### src/rtl/vga_pkg.sv
// Shared screen geometry and pixel types for the drawing pipeline.
package vga_pkg;

  localparam int SCREEN_W = 160;
  localparam int SCREEN_H = 120;

  typedef logic [2:0] colour_t;

  typedef struct packed {
    logic [7:0] x;
    logic [6:0] y;
    colour_t    colour;
  } pixel_t;

endpackage

### src/rtl/plot_fifo.sv
// Small synchronous FIFO holding accepted, on-screen pixels for the VGA adapter.
// Pointers wrap modulo DEPTH (power of 2); occupancy is one bit wider than the pointers.
module plot_fifo
  import vga_pkg::*;
#(
  parameter int unsigned DEPTH  = 4,
  parameter type         elem_t = pixel_t
) (
  input  logic  clk,
  input  logic  rst,
  input  logic  push,
  input  elem_t wdata,
  input  logic  pop,
  output elem_t rdata,
  output logic  full,
  output logic  empty
);

  localparam int unsigned PW = $clog2(DEPTH);

  elem_t           mem [DEPTH];
  logic [PW-1:0]   wr_ptr;
  logic [PW-1:0]   rd_ptr;
  logic [PW:0]     count;

  assign full  = (count == (PW+1)'(DEPTH));
  assign empty = (count == '0);
  assign rdata = mem[rd_ptr];

  // Storage write; contents need no reset since occupancy gates every read.
  always_ff @(posedge clk) begin
    if (push) mem[wr_ptr] <= wdata;
  end

  // Pointer and occupancy bookkeeping; simultaneous push/pop leaves count unchanged.
  always_ff @(posedge clk or posedge rst) begin
    if (rst) begin
      wr_ptr <= '0;
      rd_ptr <= '0;
      count  <= '0;
    end else begin
      if (push) wr_ptr <= wr_ptr + 1'b1;
      if (pop)  rd_ptr <= rd_ptr + 1'b1;
      case ({push, pop})
        2'b10:   count <= count + 1'b1;
        2'b01:   count <= count - 1'b1;
        default: count <= count;
      endcase
    end
  end

endmodule

### src/rtl/pixel_clip_buffer.sv
// Clips drawer pixels to the visible screen, buffers survivors and feeds vga_adapter.
// Optional macro PIXEL_CLIP_STATS_EN enables the dropped-pixel counter on clip_count;
// without it clip_count is tied to zero.
module pixel_clip_buffer
  import vga_pkg::*;
#(
  parameter int          SCREEN_W = vga_pkg::SCREEN_W,
  parameter int          SCREEN_H = vga_pkg::SCREEN_H,
  parameter int          COORD_W  = 9,
  parameter int unsigned DEPTH    = 4
) (
  input  logic               clk,
  input  logic               rst,
  input  logic               in_valid,
  output logic               in_ready,
  input  logic [COORD_W-1:0] in_x,
  input  logic [COORD_W-1:0] in_y,
  input  logic [2:0]         in_colour,
  input  logic               in_last,
  input  logic               out_ready,
  output logic [7:0]         vga_x,
  output logic [6:0]         vga_y,
  output logic [2:0]         vga_colour,
  output logic               vga_plot,
  output logic               done,
  output logic [15:0]        clip_count
);

  localparam logic signed [COORD_W-1:0] X_LIM = COORD_W'(SCREEN_W);
  localparam logic signed [COORD_W-1:0] Y_LIM = COORD_W'(SCREEN_H);

  logic   full;
  logic   empty;
  logic   accept;
  logic   in_range;
  logic   push;
  logic   pop;
  logic   last_pending;
  pixel_t wr_pixel;
  pixel_t head;

  assign in_ready = !full;
  assign accept   = in_valid && in_ready;
  assign pop      = out_ready && !empty;

  // Sign bit catches negatives; the signed compare catches the far edges.
  assign in_range = !in_x[COORD_W-1] && ($signed(in_x) < X_LIM) &&
                    !in_y[COORD_W-1] && ($signed(in_y) < Y_LIM);
  assign push     = accept && in_range;

  assign wr_pixel = '{x: in_x[7:0], y: in_y[6:0], colour: in_colour};

  plot_fifo #(
    .DEPTH  (DEPTH),
    .elem_t (pixel_t)
  ) u_fifo (
    .clk   (clk),
    .rst   (rst),
    .push  (push),
    .wdata (wr_pixel),
    .pop   (pop),
    .rdata (head),
    .full  (full),
    .empty (empty)
  );

  // Registered adapter interface: a plot strobe per popped pixel, coordinates held otherwise.
  always_ff @(posedge clk or posedge rst) begin
    if (rst) begin
      vga_x      <= '0;
      vga_y      <= '0;
      vga_colour <= '0;
      vga_plot   <= 1'b0;
    end else if (pop) begin
      vga_x      <= head.x;
      vga_y      <= head.y;
      vga_colour <= head.colour;
      vga_plot   <= 1'b1;
    end else begin
      vga_plot   <= 1'b0;
    end
  end

  // Completion tracking: done rises once the last beat has been accepted and everything drained.
  always_ff @(posedge clk or posedge rst) begin
    if (rst) begin
      done         <= 1'b0;
      last_pending <= 1'b0;
    end else if (accept) begin
      done <= 1'b0;
      if (in_last) last_pending <= 1'b1;
    end else if (last_pending && empty && !pop) begin
      done         <= 1'b1;
      last_pending <= 1'b0;
    end
  end

`ifdef PIXEL_CLIP_STATS_EN
  // Saturating count of beats dropped by the clip test.
  always_ff @(posedge clk or posedge rst) begin
    if (rst) begin
      clip_count <= '0;
    end else if (accept && !in_range && (clip_count != '1)) begin
      clip_count <= clip_count + 16'd1;
    end
  end
`else
  assign clip_count = '0;
`endif

endmodule

### config.mk
export PLATFORM = sky130hd
export DESIGN_NAME = pixel_clip_buffer
export DESIGN_NICKNAME = d
export VERILOG_FILES = /design/src/rtl/vga_pkg.sv /design/src/rtl/plot_fifo.sv /design/src/rtl/pixel_clip_buffer.sv
export SDC_FILE = /design/constraint.sdc
export NUM_CORES = 1
export LEC_CHECK = 0
export ABC_AREA = 1
export ABC_CLOCK_PERIOD_IN_PS = 5200
export BUFFER_PORTS_ARGS = -buffer_cell sky130_fd_sc_hd__buf_2
export CAP_MARGIN = 15
export CORE_MARGIN = 8
export CORE_UTILIZATION = 35
export DETAILED_ROUTE_END_ITERATION = 16
export PLACE_DENSITY = 0.5
export SETUP_SLACK_MARGIN = 0.15
export SYNTH_ARGS = -nofsm -noshare
export SYNTH_HDL_FRONTEND = slang
export SYNTH_HIERARCHICAL = 1
export SYNTH_SLANG_ARGS = --single-unit
### constraint.sdc
create_clock -name clk -period 5.2 [get_ports clk]
set_clock_uncertainty 0.1 [all_clocks]
set_input_delay 1.56 -clock clk [delete_from_list [all_inputs] [get_ports clk]]
set_output_delay 1.56 -clock clk [all_outputs]
set_load 0.01 [all_outputs]
==> run_results.csv <==
group,metric,value,unit
outcome,status,"finished clean",
floorplanning,dieArea,0.01616,mm^2
global_routing,met1_usage,14.49,%
critical_path,reg2reg_depth,7,
timing,slew_headroom,40.83,%
drt,drt_iter0_drc,116,
cts,clockRootBuffer,"clkbuf_16",
floorplanning,die_h,127.1,um
timing,setup-tns-final,0,ns
global_routing,grt_max_degree,59,
timing,worst_slew_pin_slew,0.8865,ns
power_and_ir_drop,leakage,0.002212,uW
timing,fmax,0.3077,GHz
critical_path,critical_path_class,"primary input to register",
drt,drc,0,
hold_path,hold_end,"vga_x[4]$_DFFE_PP0P_",
timing,rsz0062_at_grt,"false",
global_routing,grt_pass1_vias,2591,
timing,setup_viol,0,
cts,cts.hold.buffers_added,0,
cts,cts_resized,0,
synthesis,synth.area.mux_share,0,%
hold_path,holdCritPathClass,"register to register",
global_routing,overflow,0,
timing,hold_violations,0,
critical_path,r2r-start,"u_fifo/count[2]$_DFFE_PP0P_",
power_and_ir_drop,p_per_area,498.8,mW/mm^2
critical_path,r2r-end,"u_fifo/mem[0][13]$_DFFE_PP_",
cts,clockBufferDepth,2,
critical_path,cpMaxStageDelayCell,"inv_1",
synthesis,synth_xor_area_share,0.8104,%
synthesis,synthSimpleGateAreaFrac,12.07,%
synthesis,syn_avg_cell_area,11.41,um^2
hold_path,whs_path_depth,2,
power_and_ir_drop,p_int,1615,uW
cts,htreeDepth,3,
timing,fin_crit,3.250,ns
synthesis,synth_compound_area_share,7.525,%
drt,wire_per_inst,15.01,um
flow_run,maxCapViolCount,0,
power_and_ir_drop,p_switching,817.1,uW
global_routing,grt_pass1_wl,13740,um
global_routing,antenna_found_initial,0,
floorplanning,num_rows,40,
critical_path,start_kind,"primary input",
global_routing,gr-usage-all-layers,11.11,%
drt,drtPass1Iterations,4,
layout,layout_common_cells,"nand2_1, edfxtp_1, inv_1, buf_2, o211ai_1",
cts,clk_pin_slew,0.06,ns
cts,clkLatencyLatePin,0.34,ns
power_and_ir_drop,pwr-share-comb,28.0,%
hold_path,min_from,"vga_x[4]$_DFFE_PP0P_",
critical_path,path_cells,"buf_2 > inv_1 > nor2_1 > nand3_1 > nor2_1 > nand2_1 > inv_1",
global_routing,groute.layer.met3.usage,3.078,%
critical_path,reg2reg_setup_slack,2.70,ns
drt,num_vias,2556,
synthesis,synthAdderAreaFrac,1.910,%
cts,post-cts-setup-buffer-count,0,
layout,utilization,40.59,%
critical_path,cp_slowest_stage_delay,0.67,ns
synthesis,yosys_register_bits,100,
cts,cts_buffers,9,
global_routing,met2_usage,16.86,%
synthesis,synth_cell_types,24,
critical_path,critPathCaptureType,"register",
timing,slew_violations,0,
synthesis,ys_seq_area_share,66.22,%
layout,syn_to_final_growth,12.79,%
floorplanning,ios,63,
floorplanning,start_util,35.99,%
cts,cts_tree,"done",
place,port_buffers,46,
layout,insertedDiodeCount,0,
drt,viasPerCell,4.445,
synthesis,synth_top_family_by_area,"simple AND/OR/NAND/NOR gates",
critical_path,cp_max_fo,18,
drt,final_antenna_net_count,0,
synthesis,syn_inst,379,
layout,layout.nets,455,
power_and_ir_drop,pwr-share-clk,27.3,%
synthesis,syn_area,0.004323,mm^2
timing,min_period_over_period,62.50,%
power_and_ir_drop,ir_drop,0.1990,mV
power_and_ir_drop,netSwitchingFraction,33.60,%
global_routing,busiest_layer,"met2",
floorplanning,core_area,0.01201,mm^2
place,place_congestion,0.6876,
critical_path,worstPathRequired,5.06,ns
synthesis,ys_warn_count,6,
layout,final_layout_size_suffix_gt1_share,17.06,%
place,dp_hpwl,5319,um
drt,wl,8630,um
floorplanning,chipWidth,127.1,um
cts,clock_sinks,100,
power_and_ir_drop,p_seq_share,44.7,%
critical_path,worst_ep_arrival_time,3.11,ns
layout,layout_commonest_cell,"nand2_1",
-- cell families (layout without fill, tap and decap cells) --
logic type / count (synthesis) / in the layout
XOR/XNOR: 4 / 4
buffers and inverters: 92 / 126
other: 1 / 16
adder cells (fa/ha/maj): 6 / 6
AO/OA/AOI/OAI: 41 / 41
AND/OR/NAND/NOR: 135 / 135
flip-flops: 100 / 100
-- synth_stat cells, drive strengths merged --
library cell	n	area share, %
nand2	126	11
edfxtp	72	50
inv	62	5.6
o211ai	36	6.9
buf	30	5.8
dfrtp	28	16
ha	5	1.4
nor2	4	0.35
o21ai	4	0.46
xor2	3	0.61
nand3	2	0.23
nor3	2	0.23
a21oi	1	0.12
conb	1	0.087
fa	1	0.46
nand4	1	0.14
xnor2	1	0.20
-- area by class of cell --
type	count	area [um^2]
fill	1179	7136
sequential	100	2864
multi-input combinational	202	1025
timing repair buffer	48	265.3
clock buffer	12	246.5
inverter	62	240.2
tap	147	183.9
clock inverter	4	51.30
-- power groups by stage --
stage               combinational [uW]  sequential, uW  clock (uW)
finish                             680            1090         663
global route                       791            1110         717
CTS                                698            1090         686
detailed placement                 699            1110           0
global placement                   686            1100           0
floorplan                          563            1080           0
-- worst max-delay path: cells and delay by family --
kind | cells | cell delay (ns)
buffers and inverters | 3 | 0.77
AND/OR/NAND/NOR | 4 | 0.77
-- flip-flops by register name, indices dropped and copies added, names as in the netlist --
register / count
u_fifo/mem: 72
vga_x: 8
vga_y: 7
u_fifo/count: 3
vga_colour: 3
u_fifo/rd_ptr: 2
u_fifo/wr_ptr: 2
done: 1
last_pending: 1
vga_plot: 1
-- layer usage --
metal	up-vias	wire [um]
met3	7	566
li1	1284	-
met4	0	125
met1	1197	4084
met5	-	0
met2	68	3854
-- metrics by stage --
stage	hold WS, ns	cells	total power, uW	area, um^2	worst slack (ns)
final	0.3753	575	2432	4876	1.950
after global routing	0.4001	575	2617	4876	1.823
after detailed placement	0.3606	558	1804	4551	1.580
after floorplan	0.3631	394	1647	4379	2.180
after CTS	0.3808	574	2475	4848	1.949
after global placement	0.3570	558	1787	4551	1.650
-- worst max path at each step --
stage	depth (start not counted)	slack, ns	start	endpoint
detailed placement	7	1.58	in_valid	u_fifo/mem[0][9]$_DFFE_PP_
global placement	8	1.65	in_y[6]	u_fifo/mem[2][9]$_DFFE_PP_
finish	7	1.95	in_valid	u_fifo/mem[0][13]$_DFFE_PP_
global route	8	1.82	in_y[6]	u_fifo/mem[0][16]$_DFFE_PP_
floorplan	10	2.18	in_valid	u_fifo/count[1]$_DFFE_PP0P_
CTS	7	1.95	in_valid	u_fifo/mem[0][16]$_DFFE_PP_
No activity file was read; power rests on OpenSTA's default activity.
